$ cat config.mk
export PLATFORM = sky130hd
export DESIGN_NAME = scr1_btb_ctrl
export DESIGN_NICKNAME = d
export VERILOG_FILES = /design/src/rtl/scr1_btb_ctrl.sv
export SDC_FILE = /design/constraint.sdc
export NUM_CORES = 1
export LEC_CHECK = 0
export ABC_AREA = 1
export BUFFER_PORTS_ARGS = -buffer_cell sky130_fd_sc_hd__buf_4
export CAP_MARGIN = 25
export CORE_AREA = 2 2 103 105
export DETAILED_ROUTE_END_ITERATION = 10
export DIE_AREA = 0 0 105 107
export PLACE_DENSITY = 0.77
export SLEW_MARGIN = 10
export SYNTH_ARGS = -nofsm -noshare
export SYNTH_HDL_FRONTEND = slang
export SYNTH_SLANG_ARGS = --single-unit
$ cat constraint.sdc
create_clock -name clk -period 1.25 [get_ports clk]
set_input_delay 0.0625 -clock clk [delete_from_list [all_inputs] [get_ports clk]]
set_output_delay 0.0625 -clock clk [all_outputs]
set_load 0.02 [all_outputs]
$ cat src/rtl/scr1_btb_ctrl.sv
// BTB lookup/update controller in front of one scr1_dp_ram instance (read-first, 1-cycle read).
// Latency: lookup result one cycle after lookup_req; updates take effect at the next clock edge.
// Backpressure: none; accepts one lookup and one update every cycle, flush kills the in-flight lookup.
//
// Ports:
//   clk, rst_n                  clock, asynchronous active-low reset
//   lookup_req/lookup_pc        IFU lookup request (S0)
//   lookup_vd/hit/target        lookup result (S1)
//   upd_req/pc/taken/target     EXU branch resolution: taken installs, not-taken invalidates
//   flush                       invalidate all entries
//   ram_*                       drive of the attached scr1_dp_ram (A = write, B = read)
//
// Optional feature: define SCR1_BTB_BYPASS_EN to forward a same-cycle, same-index update
// into the colliding lookup instead of reporting a conservative miss.

module scr1_btb_ctrl #(
  parameter int XLEN      = 32,
  parameter int BTB_DEPTH = 32,
  localparam int IDX_W    = $clog2(BTB_DEPTH),
  localparam int TAG_W    = XLEN - 1 - IDX_W,
  localparam int ENT_W    = TAG_W + XLEN - 1
) (
  input  logic             clk,
  input  logic             rst_n,
  // IFU lookup
  input  logic             lookup_req,
  input  logic [XLEN-1:0]  lookup_pc,
  output logic             lookup_vd,
  output logic             lookup_hit,
  output logic [XLEN-1:0]  lookup_target,
  // EXU update
  input  logic             upd_req,
  input  logic [XLEN-1:0]  upd_pc,
  input  logic             upd_taken,
  input  logic [XLEN-1:0]  upd_target,
  input  logic             flush,
  // RAM
  output logic [IDX_W-1:0] ram_addra,
  output logic [ENT_W-1:0] ram_dina,
  output logic             ram_wena,
  output logic [IDX_W-1:0] ram_addrb,
  output logic             ram_renb,
  input  logic [ENT_W-1:0] ram_doutb
);

  // PC field split: bit 0 is always zero (halfword aligned), then index, then tag.
  logic [IDX_W-1:0] lk_idx;
  logic [TAG_W-1:0] lk_tag;
  logic [IDX_W-1:0] up_idx;
  logic [TAG_W-1:0] up_tag;

  assign lk_idx = lookup_pc[IDX_W:1];
  assign lk_tag = lookup_pc[XLEN-1:IDX_W+1];
  assign up_idx = upd_pc[IDX_W:1];
  assign up_tag = upd_pc[XLEN-1:IDX_W+1];

  // Bit 0 of PCs and targets carries no information and is not stored.
  logic unused_bit0;
  assign unused_bit0 = lookup_pc[0] ^ upd_pc[0] ^ upd_target[0];

  // RAM drive
  assign ram_renb  = lookup_req;
  assign ram_addrb = lk_idx;
  assign ram_wena  = upd_req & upd_taken & ~flush;
  assign ram_addra = up_idx;
  assign ram_dina  = {up_tag, upd_target[XLEN-1:1]};

  // Per-entry valid bits
  logic [BTB_DEPTH-1:0] valid;

  always_ff @(posedge clk or negedge rst_n) begin
    if (!rst_n) begin
      valid <= '0;
    end else if (flush) begin
      valid <= '0;
    end else if (upd_req) begin
      valid[up_idx] <= upd_taken;
    end
  end

  // S0 -> S1 pipeline registers
  logic             s1_vd;
  logic [TAG_W-1:0] s1_tag;
  logic             s1_valid;
  logic             s1_coll;
  logic             flush_d1;

  always_ff @(posedge clk or negedge rst_n) begin
    if (!rst_n) begin
      s1_vd    <= 1'b0;
      s1_tag   <= '0;
      s1_valid <= 1'b0;
      s1_coll  <= 1'b0;
      flush_d1 <= 1'b0;
    end else begin
      s1_vd    <= lookup_req;
      s1_tag   <= lk_tag;
      // Valid bit as seen before this cycle's update lands.
      s1_valid <= valid[lk_idx];
      // The RAM is read-first, so a same-index update is invisible to this read.
      s1_coll  <= upd_req & (up_idx == lk_idx);
      flush_d1 <= flush;
    end
  end

  // S1 result
  logic [TAG_W-1:0] ram_tag;
  logic [XLEN-2:0]  ram_tgt;
  logic             ram_match;

  assign ram_tag   = ram_doutb[ENT_W-1:XLEN-1];
  assign ram_tgt   = ram_doutb[XLEN-2:0];
  assign ram_match = s1_valid & (ram_tag == s1_tag);

  assign lookup_vd = s1_vd & ~flush_d1;

`ifdef SCR1_BTB_BYPASS_EN
  // Bypass register: the colliding update, forwarded to the S1 lookup.
  logic             byp_taken;
  logic [TAG_W-1:0] byp_tag;
  logic [XLEN-2:0]  byp_tgt;

  always_ff @(posedge clk or negedge rst_n) begin
    if (!rst_n) begin
      byp_taken <= 1'b0;
      byp_tag   <= '0;
      byp_tgt   <= '0;
    end else if (upd_req & (up_idx == lk_idx)) begin
      byp_taken <= upd_taken;
      byp_tag   <= up_tag;
      byp_tgt   <= upd_target[XLEN-1:1];
    end
  end

  logic byp_match;
  assign byp_match = byp_taken & (byp_tag == s1_tag);

  always_comb begin
    lookup_hit    = 1'b0;
    lookup_target = '0;
    if (s1_coll) begin
      lookup_hit = lookup_vd & byp_match;
      if (lookup_hit) lookup_target = {byp_tgt, 1'b0};
    end else begin
      lookup_hit = lookup_vd & ram_match;
      if (lookup_hit) lookup_target = {ram_tgt, 1'b0};
    end
  end
`else
  // Collision reports a conservative miss.
  always_comb begin
    lookup_hit    = lookup_vd & ram_match & ~s1_coll;
    lookup_target = '0;
    if (lookup_hit) lookup_target = {ram_tgt, 1'b0};
  end
`endif

endmodule

# After elaboration in Yosys (flattened, before gate mapping)
# Index checks and enable logic that the tools add are counted.
# totals
reg_bits	62
in_bits	159
out_inout_bits	103
wordCells	31
# op_classes
order_cmp	3
eq_ne	2
muxes	8
n_bitwise	10
n_reduce_logical	2
# ops
operator	n
$mux 32	3
$bwmux 32	1
$eq 26x26->1	1
$lt 5x6->1 const B	2
$and 1x1->1	7
$bmux 1 s5	1
$demux 1 s5	1
$eq 5x5->1	1
$ge 5x1->1 const B	1
$not 1->1	3
$mux 1	2
$reduce_bool 2->1	1
$logic_and 1x1->1	1

# Depth between registers and ports, before layout
# logic_depth
ltp_word	7
depth_mapped	11
mapped_depth_nobuf	9

# Worst setup path after synthesis
# OpenSTA, ideal clock, no wires.
# synth_timing
kind	register to output
from	reg flush_d1
to	out lookup_target[22]
arrival_time_ns	1.613
required_time_ns	1.188
slack_ns	-0.426
stages_incl_launch_ff	9
path_buffers	1
path_cell_list	dfrtp_1 nor2_2 nand2_1 nor2_1 nand2_1 nor2_1 nand2_1 buf_2 nor3_1
# synth_via
elab_chain_len	5
# synth_rtl
item	line	source
from (decl)	86	logic flush_d1;
from (signal assigned)	102	flush_d1 <= flush;
$not 1->1	115	assign lookup_vd = s1_vd & ~flush_d1;
$and 1x1->1	115	
named net lookup_vd	28	output logic lookup_vd,
$and 1x1->1 (2 in series)	152	lookup_hit = lookup_vd & ram_match & ~s1_coll;
$mux 32	154	if (lookup_hit) lookup_target = {ram_tgt, 1'b0};
to (decl)	30	output logic [XLEN-1:0] lookup_target,
# The timed path passes the listed nets, and every way through them passes these cells.

# Worst setup path after layout
# layout_timing
from	reg s1_tag[18]
to	out lookup_target[21]
# layout_via
elab_chain_len	5
# layout_rtl
item	line	source
from (decl)	83	logic [TAG_W-1:0] s1_tag;
from (signal assigned)	97	s1_tag <= lk_tag;
$eq 26x26->1	113	assign ram_match = s1_valid & (ram_tag == s1_tag);
$and 1x1->1	113	
$and 1x1->1 (2 in series)	152	
$mux 32	154	
# Every way passes these cells.

==> flow_summary.yaml <==
status:
  status: "complete, but fails checks"
  violations: "setup timing"
timing:
  holdWs_ps: 15.5
  setup_viol: 32
  setup_tns_ps: -20410
  max_freq_mhz: 514
  post-route-period-util: 1.56
  drv_slew: 0
  fin_ws_ps: -694
  finClkSkew_ps: 6.11
  fin_crit_ps: 1940
  rsz0062_at_grt: "yes"
  hold_viol: 0
cells_and_area:
  syn_to_final_growth_pct: 47.0
  final_core_util: 0.580
  antenna_cells: 0
  postLayoutCellArea_mm2: 0.00585
  final_cell_count_no_fill: 806
  drive_gt1_frac: 0.337
  fin_nets: 825
  num-fill-cells: 872
synthesis:
  synth_area_mm2: 0.00398
  yosysUniqueCellTypes: 23
  synth-simple-area-share: 0.273
  synth-edff-count: 0
  syn-instance-count: 552
  synth-compound-area-share: 0.0792
  synth_fa_ha_area_frac: 0
  async_flop_share: 1.00
  yosys-top-cells-count: "139 x nand2_1, 78 x inv_1, 72 x buf_4"
  synth.most_common_cell: "nand2_1"
  synth_fp_nets: 711
  seq_area_frac_synth: 0.390
  synth_xor_area_frac: 0.0220
  yosysWarningCount: 0
  synth_top_family_by_area: "simple AND/OR/NAND/NOR gates"
  ys_seq_elements: 62
  muxShareOfSynthArea: 0
  synth_ff_type: "dfrtp_1"
  synth_top_area_frac: 0.390
  syn_avg_cell_area_um2: 7.21
  yosysTopAreaCell: "dfrtp_1"
  yosys-top-cells-area: "dfrtp_1 39%, buf_4 14%, nand2_1 13%"
placement:
  pre_cts_ws_ps: -320
  hpwl_um: 10600
  place_area_mm2: 0.00519
  globalplace.congestion: 0.915
  port_buffers: 143
  dp_cells: 760
floorplanning:
  die_x_um: 105
  rows: 37
  start_util: 0.394
  die_area_mm2: 0.0112
  core_mm2: 0.0101
  ios: 262
  die_h_um: 107
pwr:
  power_density_mw_per_mm2: 780
  seqPwrFrac: 0.459
  leakagePower_nw: 3.03
  comb_power_share: 0.197
  clkPwrFrac: 0.344
  switching_share: 0.276
  ir_worst_vdd_mv: 0.454
  fin_total_pwr_mw: 4.56
  switchingPower_mw: 1.26
  p_int_mw: 3.30
detailed_routing:
  vias: 4088
  first_iter_violations: 321
  vias_per_cell: 5.07
  drt_first_pass_iters: 5
  wl_um: 14100
  wl_per_cell_um: 17.5
  route.detailed.drc: 0
  ant_nets: 0
cts:
  cts_setup_buffers: 0
  htreeDepth: 3
  cts_sinks: 62
  numCtsBuffers: 9
  root_buffer: "clkbuf_8"
  clock_path_buffers: 2
  worst_skew_pair.late_latency_ps: 340
  cts.reportedPaths.clkPinSlew_ps: 70
  cts_tree: "done"
global_routing:
  grt_antenna_before_repair: 1
  grt_pass1_vias: 3993
  grt_max_degree: 39
  overflow: 0
  grt_pass1_wl_um: 21000
  grt_use_total: 0.246
critical_path:
  reg2reg_from: "valid[13]"
  path_max_fanout: 10
  reg2reg_slack_ps: 210
  max_stage_delay_ps: 380
  crit_family: "simple AND/OR/NAND/NOR gates"
  crit_path_top_delay_cell: "dfrtp_1"
  critPathKind: "register to output pin"
  cp.required_ps: 1190
  reg2reg_depth: 8
  crit_buf_inv: 3
  startpoint_type: "register"
  worst_setup_path_end_kind: "output pin"
  critPathMostFrequentCell: "buf_6"
  critPathArrivalTime_ps: 1880
  crit_path_cell_trace: "xor2_1 > nor2_1 > nand2_1 > nor2_2 > buf_6 > nand2_8 > clkbuf_16 > nor3_4 > buf_6"
  r2r-end: "s1_valid"
min_path:
  hold_class: "input port to register"
  hp-start: "upd_req"
  hold-path-cell-count: 4
  whs_endpoint: "valid[30]"
flow_run:
  cap_violations: 0
==> state kept, by name (all words and copies together) (netlist names) <==
| register | flops |
|---|---|
| s1_tag | 26 |
| s1_coll | 1 |
| s1_vd | 1 |
| valid | 32 |
| s1_valid | 1 |
| flush_d1 | 1 |
==> cell families after synthesis <==
family	count (synthesis)
AND/OR/NAND/NOR	254
buffers and inverters	174
flip-flops	62
AO/OA/AOI/OAI	51
XOR/XNOR	10
other	1
==> final cells by class <==
type	count	area (um2)	area share
multi-input combinational	316	1890	0.323
timing repair buffer	193	1760	0.300
sequential	62	1550	0.265
inverter	84	315	0.0539
tap	136	170	0.0291
clock buffer	14	163	0.0278
clock inverter	1	5.00	0.000856
==> cell usage in the layout, fill, tap and decap left out, drive strengths merged <==
cell type / instances
a21oi: 1
buf: 162
clkbuf: 16
clkinv: 2
conb: 1
dfrtp: 62
dlygate4sd3: 29
inv: 83
nand2: 139
nand3: 30
nor2: 35
nor3: 47
nor4: 3
o2111ai: 1
o21ai: 20
o22ai: 21
o32ai: 8
xnor2: 4
xor2: 6
==> tightest hold or removal path: stages <==
cell and delay [ps]:
buf_4 110, nand2_1 50, nand3_1 60, nand2_1 40
==> repair_timing <==
action	CTS	global route
setup endpoints to repair	32	32
endpoints found under the hold margin	90	0
pin swaps	1	2
cloned	0	2
hold buffers	29	0
gates resized for setup	31	9
==> how the worst max path moves through the flow <==
stage	cells after the start	startpoint	endpoint	slack, ps
after floorplan	8	flush_d1	lookup_target[10]	-230
after global placement	10	s1_tag[13]	lookup_target[10]	-280
after detailed placement	10	s1_tag[5]	lookup_target[10]	-320
after CTS	9	s1_tag[18]	lookup_target[10]	-690
after global routing	10	s1_tag[13]	lookup_target[21]	-820
final	9	s1_tag[18]	lookup_target[21]	-690
==> power by group through the flow <==
| stage | Clock (mW) | Sequential, mW | Combinational, mW |
|---|---|---|---|
| after floorplan | 0 | 2.12 | 0.649 |
| after global placement | 0 | 2.13 | 0.799 |
| after detailed placement | 0 | 2.13 | 0.816 |
| after CTS | 1.62 | 2.09 | 0.897 |
| after global routing | 1.72 | 2.10 | 0.986 |
| final | 1.57 | 2.09 | 0.901 |
==> layer usage <==
| metal | part of all wire | wire length (um) | GRT usage |
|---|---|---|---|
| met1 | 0.34 | 4850 | 0.264 |
| met4 | 0.018 | 258 | 0.0771 |
| met5 | 0.0053 | 74 | 0.0381 |
| met3 | 0.14 | 2020 | 0.151 |
| met2 | 0.49 | 6870 | 0.398 |
Power figures use the tool's default switching activity.
